==> src/rtl/regfile_pkg.sv <==
`default_nettype none
// ============================================================================
//  Module      : regfile_pkg
//  Description : Shared defaults, write-port tuple type and the write-first
//                bypass helper used by both read ports of regfile_mp.
//  Contents    : DEFAULT_WIDTH / DEFAULT_DEPTH / DEFAULT_ZERO_REG
//                MAX_WIDTH / MAX_AW  - widest data / address the helper takes
//                wr_port_t           - (enable, address, data) of a write port
//                bypass_read()       - bypassed read value for one read port
//  Revision    : 1.0 - initial release
// ============================================================================
package regfile_pkg;

    localparam int DEFAULT_WIDTH    = 32;
    localparam int DEFAULT_DEPTH    = 32;
    localparam int DEFAULT_ZERO_REG = 1;

    // The helper works on widened operands so a single function serves every
    // instance regardless of WIDTH/DEPTH; callers size-cast in and out.
    localparam int MAX_WIDTH = 128;
    localparam int MAX_AW    = 16;

    typedef struct packed {
        logic                 en;
        logic [MAX_AW-1:0]    addr;
        logic [MAX_WIDTH-1:0] data;
    } wr_port_t;

    // Write-first read: hardwired zero, then port 1, then port 0, then storage.
    // Port 1 is checked first because it also wins a same-address write.
    function automatic logic [MAX_WIDTH-1:0] bypass_read(
        input logic                 zero_en,
        input logic [MAX_AW-1:0]    addr,
        input wr_port_t             wp0,
        input wr_port_t             wp1,
        input logic [MAX_WIDTH-1:0] stored
    );
        logic [MAX_WIDTH-1:0] result;
        if (zero_en && (addr == '0)) begin
            result = '0;
        end else if (wp1.en && (wp1.addr == addr)) begin
            result = wp1.data;
        end else if (wp0.en && (wp0.addr == addr)) begin
            result = wp0.data;
        end else begin
            result = stored;
        end
        return result;
    endfunction

endpackage
`default_nettype wire

==> src/rtl/regfile_mp_if.sv <==
`default_nettype none
// ============================================================================
//  Module      : regfile_mp_if
//  Description : Read / write-back / issue bundle of the multi-port register
//                file. The core side drives it through 'master', the register
//                file sits on 'slave'.
//  Signals     : iwReadReg1/2   -> read addresses
//                owReadData1/2  <- combinational read data
//                owBusy1/2      <- pending-write flags of the read addresses
//                iwWriteEnable0/1, iwWriteReg0/1, iwWriteData0/1 -> write-back
//                iwIssueEnable, iwIssueReg -> destination being issued
//  Revision    : 1.0 - initial release
// ============================================================================
interface regfile_mp_if #(
    parameter int WIDTH = 32,
    parameter int DEPTH = 32
);
    localparam int AW = $clog2(DEPTH);

    logic [AW-1:0]    iwReadReg1;
    logic [AW-1:0]    iwReadReg2;
    logic [WIDTH-1:0] owReadData1;
    logic [WIDTH-1:0] owReadData2;
    logic             owBusy1;
    logic             owBusy2;
    logic             iwWriteEnable0;
    logic             iwWriteEnable1;
    logic [AW-1:0]    iwWriteReg0;
    logic [AW-1:0]    iwWriteReg1;
    logic [WIDTH-1:0] iwWriteData0;
    logic [WIDTH-1:0] iwWriteData1;
    logic             iwIssueEnable;
    logic [AW-1:0]    iwIssueReg;

    modport master (
        output iwReadReg1, iwReadReg2,
        input  owReadData1, owReadData2, owBusy1, owBusy2,
        output iwWriteEnable0, iwWriteEnable1, iwWriteReg0, iwWriteReg1,
        output iwWriteData0, iwWriteData1, iwIssueEnable, iwIssueReg
    );

    modport slave (
        input  iwReadReg1, iwReadReg2,
        output owReadData1, owReadData2, owBusy1, owBusy2,
        input  iwWriteEnable0, iwWriteEnable1, iwWriteReg0, iwWriteReg1,
        input  iwWriteData0, iwWriteData1, iwIssueEnable, iwIssueReg
    );

endinterface
`default_nettype wire

==> src/rtl/regfile_scoreboard.sv <==
`default_nettype none
// ============================================================================
//  Module      : regfile_scoreboard
//  Description : Per-register pending-write flags. Issue sets a flag one edge
//                later, write-back clears it; issue beats write-back on the
//                same register. Read-side flags are masked by a write-back in
//                the current cycle so a result arriving now is no hazard.
//  Ports       : iwClk, iwnRst            clock / async active-low reset
//                iwIssueEnable, iwIssueReg   set request
//                iwWriteEnable0/1, iwWriteReg0/1  clear requests
//                iwReadReg1/2 -> owBusy1/2   masked busy for the read ports
//  Revision    : 1.0 - initial release
// ============================================================================
module regfile_scoreboard #(
    parameter int DEPTH    = 32,
    parameter int ZERO_REG = 1
) (
    input  wire                       iwClk,
    input  wire                       iwnRst,
    input  wire                       iwIssueEnable,
    input  wire [$clog2(DEPTH)-1:0]   iwIssueReg,
    input  wire                       iwWriteEnable0,
    input  wire [$clog2(DEPTH)-1:0]   iwWriteReg0,
    input  wire                       iwWriteEnable1,
    input  wire [$clog2(DEPTH)-1:0]   iwWriteReg1,
    input  wire [$clog2(DEPTH)-1:0]   iwReadReg1,
    input  wire [$clog2(DEPTH)-1:0]   iwReadReg2,
    output logic                      owBusy1,
    output logic                      owBusy2
);

    localparam int AW = $clog2(DEPTH);

    logic [DEPTH-1:0] busy_q;
    logic [DEPTH-1:0] busy_d;

    always_comb begin
        busy_d = busy_q;
        for (int r = 0; r < DEPTH; r++) begin
            if (iwIssueEnable && (iwIssueReg == AW'(r))) begin
                busy_d[r] = 1'b1;
            end else if ((iwWriteEnable0 && (iwWriteReg0 == AW'(r))) ||
                         (iwWriteEnable1 && (iwWriteReg1 == AW'(r)))) begin
                busy_d[r] = 1'b0;
            end
        end
        // A hardwired zero register never has an outstanding producer.
        if (ZERO_REG != 0) begin
            busy_d[0] = 1'b0;
        end
    end

    always_ff @(posedge iwClk or negedge iwnRst) begin
        if (!iwnRst) begin
            busy_q <= '0;
        end else begin
            busy_q <= busy_d;
        end
    end

    logic w_wb_hit1;
    logic w_wb_hit2;

    assign w_wb_hit1 = (iwWriteEnable0 && (iwWriteReg0 == iwReadReg1)) ||
                       (iwWriteEnable1 && (iwWriteReg1 == iwReadReg1));
    assign w_wb_hit2 = (iwWriteEnable0 && (iwWriteReg0 == iwReadReg2)) ||
                       (iwWriteEnable1 && (iwWriteReg1 == iwReadReg2));

    assign owBusy1 = busy_q[iwReadReg1] & ~w_wb_hit1;
    assign owBusy2 = busy_q[iwReadReg2] & ~w_wb_hit2;

endmodule
`default_nettype wire

==> src/rtl/regfile_mp.sv <==
`default_nettype none
// ============================================================================
//  Module      : regfile_mp
//  Description : Two-write / two-read register file with write-first bypass
//                and a pending-write scoreboard. Register 0 optionally reads
//                as zero, discards writes and is never busy.
//  Ports       : iwClk   clock, rising edge
//                iwnRst  asynchronous active-low reset (clears data and busy)
//                bus     regfile_mp_if.slave - reads, write-back, issue
//  Notes       : WIDTH must not exceed regfile_pkg::MAX_WIDTH and
//                $clog2(DEPTH) must not exceed regfile_pkg::MAX_AW.
//  Revision    : 1.0 - initial release
// ============================================================================
module regfile_mp
    import regfile_pkg::*;
#(
    parameter int WIDTH    = DEFAULT_WIDTH,
    parameter int DEPTH    = DEFAULT_DEPTH,
    parameter int ZERO_REG = DEFAULT_ZERO_REG
) (
    input  wire          iwClk,
    input  wire          iwnRst,
    regfile_mp_if.slave  bus
);

    localparam int   AW          = $clog2(DEPTH);
    localparam logic C_ZERO_EN   = (ZERO_REG != 0);

    logic [WIDTH-1:0] regs_q [DEPTH];

    // ------------------------------------------------------------------
    // Storage. Port 1 is written after port 0 so it wins on a collision.
    // ------------------------------------------------------------------
    logic w_wr0_ok;
    logic w_wr1_ok;

    assign w_wr0_ok = bus.iwWriteEnable0 && !(C_ZERO_EN && (bus.iwWriteReg0 == '0));
    assign w_wr1_ok = bus.iwWriteEnable1 && !(C_ZERO_EN && (bus.iwWriteReg1 == '0));

    always_ff @(posedge iwClk or negedge iwnRst) begin
        if (!iwnRst) begin
            for (int r = 0; r < DEPTH; r++) begin
                regs_q[r] <= '0;
            end
        end else begin
            if (w_wr0_ok) begin
                regs_q[bus.iwWriteReg0] <= bus.iwWriteData0;
            end
            if (w_wr1_ok) begin
                regs_q[bus.iwWriteReg1] <= bus.iwWriteData1;
            end
        end
    end

    // ------------------------------------------------------------------
    // Bypassed reads
    // ------------------------------------------------------------------
    wr_port_t w_wp0;
    wr_port_t w_wp1;

    always_comb begin
        w_wp0      = '0;
        w_wp0.en   = bus.iwWriteEnable0;
        w_wp0.addr = MAX_AW'(bus.iwWriteReg0);
        w_wp0.data = MAX_WIDTH'(bus.iwWriteData0);
        w_wp1      = '0;
        w_wp1.en   = bus.iwWriteEnable1;
        w_wp1.addr = MAX_AW'(bus.iwWriteReg1);
        w_wp1.data = MAX_WIDTH'(bus.iwWriteData1);
    end

    // Held reset forces zero so the bypass cannot leak write data.
    assign bus.owReadData1 = iwnRst
        ? WIDTH'(bypass_read(C_ZERO_EN, MAX_AW'(bus.iwReadReg1), w_wp0, w_wp1,
                             MAX_WIDTH'(regs_q[bus.iwReadReg1])))
        : '0;
    assign bus.owReadData2 = iwnRst
        ? WIDTH'(bypass_read(C_ZERO_EN, MAX_AW'(bus.iwReadReg2), w_wp0, w_wp1,
                             MAX_WIDTH'(regs_q[bus.iwReadReg2])))
        : '0;

    // ------------------------------------------------------------------
    // Scoreboard
    // ------------------------------------------------------------------
    regfile_scoreboard #(
        .DEPTH    (DEPTH),
        .ZERO_REG (ZERO_REG)
    ) u_scoreboard (
        .iwClk          (iwClk),
        .iwnRst         (iwnRst),
        .iwIssueEnable  (bus.iwIssueEnable),
        .iwIssueReg     (AW'(bus.iwIssueReg)),
        .iwWriteEnable0 (bus.iwWriteEnable0),
        .iwWriteReg0    (bus.iwWriteReg0),
        .iwWriteEnable1 (bus.iwWriteEnable1),
        .iwWriteReg1    (bus.iwWriteReg1),
        .iwReadReg1     (bus.iwReadReg1),
        .iwReadReg2     (bus.iwReadReg2),
        .owBusy1        (bus.owBusy1),
        .owBusy2        (bus.owBusy2)
    );

endmodule
`default_nettype wire

==> src/flat_wrapper.sv <==
// flat-port wrapper written by rule: the top's interface ports become plain ports
module regfile_mp_flat import regfile_pkg::*;
#(
    parameter int WIDTH    = DEFAULT_WIDTH,
    parameter int DEPTH    = DEFAULT_DEPTH,
    parameter int ZERO_REG = DEFAULT_ZERO_REG
)
  (iwClk, iwnRst, bus_iwReadReg1, bus_iwReadReg2, bus_owReadData1, bus_owReadData2, bus_owBusy1, bus_owBusy2, bus_iwWriteEnable0, bus_iwWriteEnable1, bus_iwWriteReg0, bus_iwWriteReg1, bus_iwWriteData0, bus_iwWriteData1, bus_iwIssueEnable, bus_iwIssueReg);
  regfile_mp_if #(.WIDTH(WIDTH), .DEPTH(DEPTH)) bus_i ();
  input  wire iwClk;
  input  wire iwnRst;
  input wire logic [$bits(bus_i.iwReadReg1)-1:0] bus_iwReadReg1;
  input wire logic [$bits(bus_i.iwReadReg2)-1:0] bus_iwReadReg2;
  output wire logic [$bits(bus_i.owReadData1)-1:0] bus_owReadData1;
  output wire logic [$bits(bus_i.owReadData2)-1:0] bus_owReadData2;
  output wire logic [$bits(bus_i.owBusy1)-1:0] bus_owBusy1;
  output wire logic [$bits(bus_i.owBusy2)-1:0] bus_owBusy2;
  input wire logic [$bits(bus_i.iwWriteEnable0)-1:0] bus_iwWriteEnable0;
  input wire logic [$bits(bus_i.iwWriteEnable1)-1:0] bus_iwWriteEnable1;
  input wire logic [$bits(bus_i.iwWriteReg0)-1:0] bus_iwWriteReg0;
  input wire logic [$bits(bus_i.iwWriteReg1)-1:0] bus_iwWriteReg1;
  input wire logic [$bits(bus_i.iwWriteData0)-1:0] bus_iwWriteData0;
  input wire logic [$bits(bus_i.iwWriteData1)-1:0] bus_iwWriteData1;
  input wire logic [$bits(bus_i.iwIssueEnable)-1:0] bus_iwIssueEnable;
  input wire logic [$bits(bus_i.iwIssueReg)-1:0] bus_iwIssueReg;
  assign bus_i.iwReadReg1 = bus_iwReadReg1;
  assign bus_i.iwReadReg2 = bus_iwReadReg2;
  assign bus_owReadData1 = bus_i.owReadData1;
  assign bus_owReadData2 = bus_i.owReadData2;
  assign bus_owBusy1 = bus_i.owBusy1;
  assign bus_owBusy2 = bus_i.owBusy2;
  assign bus_i.iwWriteEnable0 = bus_iwWriteEnable0;
  assign bus_i.iwWriteEnable1 = bus_iwWriteEnable1;
  assign bus_i.iwWriteReg0 = bus_iwWriteReg0;
  assign bus_i.iwWriteReg1 = bus_iwWriteReg1;
  assign bus_i.iwWriteData0 = bus_iwWriteData0;
  assign bus_i.iwWriteData1 = bus_iwWriteData1;
  assign bus_i.iwIssueEnable = bus_iwIssueEnable;
  assign bus_i.iwIssueReg = bus_iwIssueReg;
  regfile_mp #(.WIDTH(WIDTH), .DEPTH(DEPTH), .ZERO_REG(ZERO_REG)) u_core (.iwClk(iwClk), .iwnRst(iwnRst), .bus(bus_i));
endmodule
==> config.mk <==
export PLATFORM = sky130hd
export DESIGN_NAME = regfile_mp_flat
export DESIGN_NICKNAME = d
export VERILOG_FILES = /design/src/rtl/regfile_pkg.sv /design/src/rtl/regfile_mp_if.sv /design/src/rtl/regfile_scoreboard.sv /design/src/rtl/regfile_mp.sv /design/src/flat_wrapper.sv
export SDC_FILE = /design/constraint.sdc
export NUM_CORES = 2
export LEC_CHECK = 0
export BUFFER_PORTS_ARGS = -buffer_cell sky130_fd_sc_hd__clkbuf_2
export CAP_MARGIN = 0
export CORE_MARGIN = 5
export CORE_UTILIZATION = 50
export DETAILED_ROUTE_END_ITERATION = 10
export GPL_TIMING_DRIVEN = 0
export PLACE_DENSITY = 0.77
export SLEW_MARGIN = 20
export SYNTH_ARGS = -nofsm -noshare
export SYNTH_HDL_FRONTEND = slang
export SYNTH_HIERARCHICAL = 1
export SYNTH_SLANG_ARGS = --single-unit
==> constraint.sdc <==
create_clock -name iwClk -period 2.1 [get_ports iwClk]
set_input_delay 0.315 -clock iwClk [delete_from_list [all_inputs] [get_ports iwClk]]
set_output_delay 0.315 -clock iwClk [all_outputs]
set_load 0.02 [all_outputs]
== After elaboration in Yosys (flattened, before gate mapping) ==
Index checks and enable logic that the tools add are counted.
Cells by class
  order comparisons: 8
  muxes and demuxes: 88
  bitwise operators: 8
  reductions and logical operators: 171
  equal/unequal tests: 97
Operator list (number)
  1024-bit bitwise mux: 2
  1024-bit 2-to-1 mux: 2
  32-bit 2-to-1 mux: 14
  32-bit binary-select mux with 5-bit select: 2
  32-bit demux with 5-bit select: 2
  5-bit equality test, second input constant: 48
  5-bit by 4-bit equality test with 1-bit output, second input constant: 24
  1-bit logical AND: 101
  1-bit 2-to-1 mux: 64
  2-bit nonzero test: 31
  5-bit by 3-bit equality test with 1-bit output, second input constant: 12
  1-bit logical OR: 33
  5-bit by 2-bit equality test with 1-bit output, second input constant: 6
  6-bit >= comparator, second input constant: 4
  5-bit inverter with 6-bit output: 4
  5-bit equality test: 4
  5-bit zero test: 4
  5-bit by 1-bit equality test with 1-bit output, second input constant: 3
  5-bit by 6-bit less-than comparator with 1-bit output, second input constant: 2
  6-bit by 1-bit less-than comparator with 1-bit output, second input constant: 2
  1-bit binary-select mux with 5-bit select: 2
  1-bit AND: 2
  1-bit zero test: 2
  1-bit inverter: 2
Storage, ports and cells
  word-level logic and storage cells: 435
  register bits after elaboration: 1055
  bits of input ports: 94
  output and inout bits: 66

== Logic depth before layout (Yosys ltp) ==
  word-level depth: 9
  gate-level depth with buffers: 9
  gate-level depth less buffers: 5

== Hierarchy ==
Netlist, hierarchy kept.
By module, submodules not included
  regfile_mp: seq. area each 25624.6 µm², times used 1, area each 64680.8 µm², cells an instance 6119
  regfile_scoreboard: seq. area each 775.7 µm², times used 1, area each 2398.6 µm², cells an instance 247

== Worst setup path before layout ==
Ideal clock, no wire load.
  path type: input-to-output
  start: input bus_iwReadReg1[3]
  end: output bus_owReadData1[30]
  required time: 1.785 ns
  buffers on the path: 3
  path slack: -0.310 ns
  data arrival time: 2.095 ns
  cell stages on the path: 7
  cell sequence: buf_4 > or3b_2 > clkbuf_1 > clkbuf_1 > o22ai_1 > or4_1 > o221ai_1
Between the ends
  longest elaborated chain between the ends: 8
  elaborated cells on any way between the ends: 13
  those cells by class: eq/ne: 2; mux: 7; bitwise: 1; reduce/logical: 3
RTL lines
  start, declared: line flat_wrapper.sv:12  | input wire logic [$bits(bus_i.iwReadReg1)-1:0] bus_iwReadReg1;
  5-bit inverter with 6-bit output (not written as such): line regfile_mp.sv:75  | MAX_WIDTH'(regs_q[bus.iwReadReg1])))
  32-bit binary-select mux with 5-bit select: line regfile_mp.sv:75
  32-bit 2-to-1 mux (not written as such) (2 in series): line regfile_mp.sv:75
  32-bit 2-to-1 mux: line regfile_pkg.sv:43  | end else if (wp0.en && (wp0.addr == addr)) begin
  32-bit 2-to-1 mux: line regfile_pkg.sv:41  | end else if (wp1.en && (wp1.addr == addr)) begin
  32-bit 2-to-1 mux *: line regfile_pkg.sv:39  | if (zero_en && (addr == '0)) begin
  32-bit 2-to-1 mux *: line regfile_mp.sv:74  | ? WIDTH'(bypass_read(C_ZERO_EN, MAX_AW'(bus.iwReadReg1), w_wp0, w_wp1,
  end, declared: line flat_wrapper.sv:14  | output wire logic [$bits(bus_i.owReadData1)-1:0] bus_owReadData1;
Mark *: on every way between the ends. The rest lies on a longest branch, timed or not. The select of a mux whose other input is x is not followed.

== Final worst setup path ==
  start: input bus_iwReadReg2[1]
  end: output bus_owReadData2[1]
Between the ends
  longest elaborated chain between the ends: 8
  elaborated cells on any way between the ends: 13
  those cells by class: eq/ne: 2; mux: 7; bitwise: 1; reduce/logical: 3
RTL lines
  start, declared: line flat_wrapper.sv:13  | input wire logic [$bits(bus_i.iwReadReg2)-1:0] bus_iwReadReg2;
  5-bit inverter with 6-bit output (not written as such): line regfile_mp.sv:79  | MAX_WIDTH'(regs_q[bus.iwReadReg2])))
  32-bit binary-select mux with 5-bit select: line regfile_mp.sv:79
  32-bit 2-to-1 mux (not written as such) (2 in series): line regfile_mp.sv:79
  32-bit 2-to-1 mux: line regfile_pkg.sv:43
  32-bit 2-to-1 mux: line regfile_pkg.sv:41
  32-bit 2-to-1 mux *: line regfile_pkg.sv:39
  32-bit 2-to-1 mux *: line regfile_mp.sv:78  | ? WIDTH'(bypass_read(C_ZERO_EN, MAX_AW'(bus.iwReadReg2), w_wp0, w_wp1,
  end, declared: line flat_wrapper.sv:15  | output wire logic [$bits(bus_i.owReadData2)-1:0] bus_owReadData2;
Marks and branches as above.

==> results.json <==
{
  "port_buffers": 90,
  "cp_slowest_cell": "sky130_fd_sc_hd__o32ai_4",
  "final_core_util": 0.610,
  "unique_cell_type_count_in_the_yosys_netlist": 66,
  "multi_input_area_sq_mm": 0.0397,
  "violation_count_after_the_first_detailed_routing_iteration": 10443,
  "grt_max_degree": 90,
  "yosysMostFrequentCell": "sky130_fd_sc_hd__dfrtp_1",
  "setup_slack_ns": -1.13,
  "final_layout_size_suffix_gt1_frac": 0.246,
  "critPathBufInv": 6,
  "postSynthAreaPerCell_sq_um": 10.5,
  "yosysSeqAreaShare": 0.394,
  "post_synth_main_area_contributors": "sky130_fd_sc_hd__dfrtp_1 (39%), sky130_fd_sc_hd__mux4_2 (16%), sky130_fd_sc_hd__mux2i_1 (15%)",
  "crit_path_max_incr_delay_ns": 0.57,
  "worstSkewPairLatency_ns": 0.76,
  "timing.fmax_mhz": 310,
  "tritoncts": "yes",
  "floorplan.rows": 134,
  "critPathRequiredTime_ns": 1.78,
  "clkSlewWorstSetupHoldPaths_ns": 0.06,
  "power.ir.vdd_worst_v": 0.000850,
  "source_of_the_critical_timing_path": "bus_iwReadReg2[1]",
  "drt-wirelength-per-cell_microns": 37.2,
  "min_path_type": "primary input to asynchronous set/reset pin",
  "leakagePower_nw": 33.1,
  "synthTopCellsByCount": "sky130_fd_sc_hd__dfrtp_1 (1,055), sky130_fd_sc_hd__mux2i_1 (1,028), sky130_fd_sc_hd__nor2_1 (662)",
  "ff2ff_setup_slack_ns": 0.70,
  "crit-reg2reg-launch": "u_core/u_scoreboard/busy_q[31]$_DFFE_PN0P_",
  "worstMarginPinSlew_ns": 1.15,
  "critical_path.reg2reg.endpoint": "u_core/u_scoreboard/busy_q[31]$_DFFE_PN0P_",
  "grt_remaining_overflow": 0,
  "cp_cell_sequence": "buf_4, buf_12, buf_16, buf_16, buf_8, mux4_2, a22o_1, nor2_2, o32ai_4, clkbuf_8",
  "timing.critical_path.to": "bus_owReadData2[1]",
  "pre_cts_ws_ns": -1.83,
  "ff2ff_path_depth": 4,
  "setup.worst_path.class": "primary input to primary output",
  "timing.critical_path.arrival_ns": 2.91,
  "drt-vias-per-instance": 7.11,
  "floorplan.io_pins": 160,
  "synth_top_flop_cell": "sky130_fd_sc_hd__dfrtp_1",
  "skew_ns": 0,
  "number_of_warning_messages_in_the_yosys_log": 6,
  "numPlacedInstances": 8238,
  "gp_congestion": 1.09,
  "crit_path_frequent_cell": "sky130_fd_sc_hd__buf_16",
  "power.total_mw": 76.0,
  "power_density_mw_per_mm2": 934,
  "wire_length_reported_by_the_detailed_router_microns": 322000,
  "numCtsBuffers": 118,
  "ys_async_sr_fraction": 1.00,
  "setup_viol": 178,
  "critical_path_peak_fanout": 11,
  "postSynthNetCount": 6460,
  "critPathLaunchType": "primary input",
  "postSynthRegisterBits": 1055,
  "timing.critical_path.depth": 10,
  "routed-via-count": 61523,
  "nets": 6863,
  "grt_pass1_wl_microns": 449000,
  "final.hold.worst_slack_ns": -0.0251,
  "cts_max_level": 3,
  "hpwlAfterDp_microns": 239000,
  "antenna_left": 0,
  "timing.critical_path.max_delay_family": "buffers and inverters",
  "outcome": "finished, violations left",
  "dieHeight_microns": 376,
  "slew_violations": 0,
  "area_growth_syn_to_layout_pct": 21.3,
  "synth-edff-count": 0,
  "finalHoldViolations": 21,
  "first_global_vias": 60575,
  "antenna_violations_before_repair": 22,
  "drc": 0,
  "synth_top_cell_area_share": 0.394,
  "gr-usage-all-layers": 0.443,
  "cap_viol_max_count": 0,
  "violations": "hold timing, setup timing",
  "worstSetupEndpointType": "primary output",
  "firstDrtPassIters": 6,
  "die_x_microns": 376,
  "design.die.area_sq_mm": 0.142,
  "fill_cells": 10630,
  "cts.sink_count": 1055,
  "clk_root_buf": "sky130_fd_sc_hd__clkbuf_16",
  "setup_total_negative_slack_ns": -57.37,
  "period_share": 1.54,
  "timing.max_slew.rel_slack": 0.231,
  "layout.cells.non_filler": 8648,
  "layout_min_cycle_time_ns": 3.23,
  "max-clock-path-buffers": 3,
  "sequential_cell_area_sq_mm": 0.0264,
  "synthDominantAreaCellType": "sky130_fd_sc_hd__dfrtp_1",
  "syn-cell-area_sq_mm": 0.0671,
  "rsz0062_at_grt": "true",
  "start_util": 0.503,
  "core_region_area_sq_mm": 0.133,
  "syn-instance-count": 6366
}
==> sequential cells by signal, indices dropped and copies added, names as in the netlist <==
signal                      flops
u_core/regs_q                1024
u_core/u_scoreboard/busy_q     31
==> worst register-to-register path, delay by kind of cell, from the launching register on <==
family                 cells  cell delay, ns
AOI/OAI and AO/OA          2            0.18
DFF                        1            0.40
buffers and inverters      2            0.70
==> cells by family after synthesis <==
| kind of cell | after synthesis | share of synthesized area |
|---|---|---|
| DFF | 1055 | 0.394 |
| buffers and inverters | 875 | 0.0613 |
| muxes | 1531 | 0.323 |
| xor gates and xnor gates | 40 | 0.00522 |
| AOI/OAI and AO/OA | 1496 | 0.132 |
| and+or+nand+nor | 1369 | 0.0851 |
==> metrics by stage <==
stage / cell area, sq um / hold slack [ns]
2_1_floorplan: 68400 / 0.0194
3_3_place_gp: 71100 / 0.457
3_5_place_dp: 71500 / 0.327
4_1_cts: 80000 / 0.00238
5_1_grt: 81300 / 0.00930
6_report: 81400 / -0.0251
==> cells in the final DEF (no fill, tap or decap), types with 28 or more instances in the layout <==
| cell type | netlist | layout |
|---|---|---|
| sky130_fd_sc_hd__nor2_1 | 662 | 636 |
| sky130_fd_sc_hd__clkbuf_8 | 0 | 58 |
| sky130_fd_sc_hd__nand2_1 | 499 | 484 |
| sky130_fd_sc_hd__or4_4 | 0 | 32 |
| sky130_fd_sc_hd__buf_8 | 1 | 50 |
| sky130_fd_sc_hd__o22ai_2 | 0 | 57 |
| sky130_fd_sc_hd__a31oi_1 | 32 | 28 |
| sky130_fd_sc_hd__xor2_1 | 28 | 28 |
| sky130_fd_sc_hd__mux4_2 | 484 | 497 |
| sky130_fd_sc_hd__buf_12 | 4 | 56 |
| sky130_fd_sc_hd__o221ai_4 | 0 | 32 |
| sky130_fd_sc_hd__buf_2 | 162 | 93 |
| sky130_fd_sc_hd__buf_4 | 24 | 127 |
| sky130_fd_sc_hd__o22ai_4 | 0 | 60 |
| sky130_fd_sc_hd__a32oi_1 | 62 | 62 |
| sky130_fd_sc_hd__nor3_1 | 44 | 41 |
| sky130_fd_sc_hd__clkbuf_1 | 488 | 399 |
| sky130_fd_sc_hd__clkbuf_16 | 0 | 127 |
| sky130_fd_sc_hd__o32ai_4 | 0 | 30 |
| sky130_fd_sc_hd__buf_6 | 56 | 96 |
| sky130_fd_sc_hd__a21oi_1 | 613 | 611 |
| sky130_fd_sc_hd__inv_1 | 37 | 37 |
| sky130_fd_sc_hd__clkbuf_2 | 28 | 110 |
| sky130_fd_sc_hd__o22ai_1 | 211 | 94 |
| sky130_fd_sc_hd__dlygate4sd3_1 | 0 | 52 |
| sky130_fd_sc_hd__buf_16 | 0 | 28 |
| sky130_fd_sc_hd__buf_1 | 75 | 73 |
| sky130_fd_sc_hd__mux2i_1 | 1028 | 1002 |
| sky130_fd_sc_hd__o21ai_0 | 379 | 379 |
| sky130_fd_sc_hd__a22o_1 | 34 | 33 |
| sky130_fd_sc_hd__dfrtp_1 | 1055 | 1051 |
==> layer usage <==
| metal | track usage | share of wire | vias up |
|---|---|---|---|
| met2 | 0.611 | 0.41 | 5433 |
| li1 | - | - | 24265 |
| met1 | 0.546 | 0.34 | 30519 |
| met5 | 0 | 0.0010 | - |
| met3 | 0.210 | 0.16 | 1294 |
| met4 | 0.311 | 0.089 | 12 |
==> how the worst min path moves through the flow <==
stage	slack, ns	endpoint
after global routing	0.009	u_core/regs_q[86]$_DFF_PN0_
final	-0.03	u_core/regs_q[86]$_DFF_PN0_
after global placement	0.46	u_core/regs_q[1022]$_DFF_PN0_
after floorplan	0.02	u_core/regs_q[0]$_DFF_PN0_
after detailed placement	0.33	u_core/regs_q[185]$_DFF_PN0_
after CTS	0.002	u_core/regs_q[220]$_DFF_PN0_
==> timing repair <==
action                                 in CTS  in global routing
hold buffers                               62                  2
setup endpoints to repair                 322                673
endpoints found under the hold margin     492                 41
gates cloned                               11                  3
pin swaps                                  78                 67
resized for setup                         633                338
buffers inserted                           64                 52
==> layout make-up <==
type,instances,share of cell area
plain buffers,826,0.0617
inverters,37,0.00171
clock buffers,175,0.0439
clock inverters,43,0.00754
repair buffers,295,0.0452
diodes,13,0.000400
well taps,1768,0.0272
multi-input cells,4436,0.488
flip-flops and latches,1055,0.325
==> power by group <==
group	internal [mW]	total (mW)	switching, mW
sequential	25.6	31.0	5.41
combinational	11.1	22.2	11.0
clock	13.4	22.8	9.41
(Power assumes the default switching activity.)
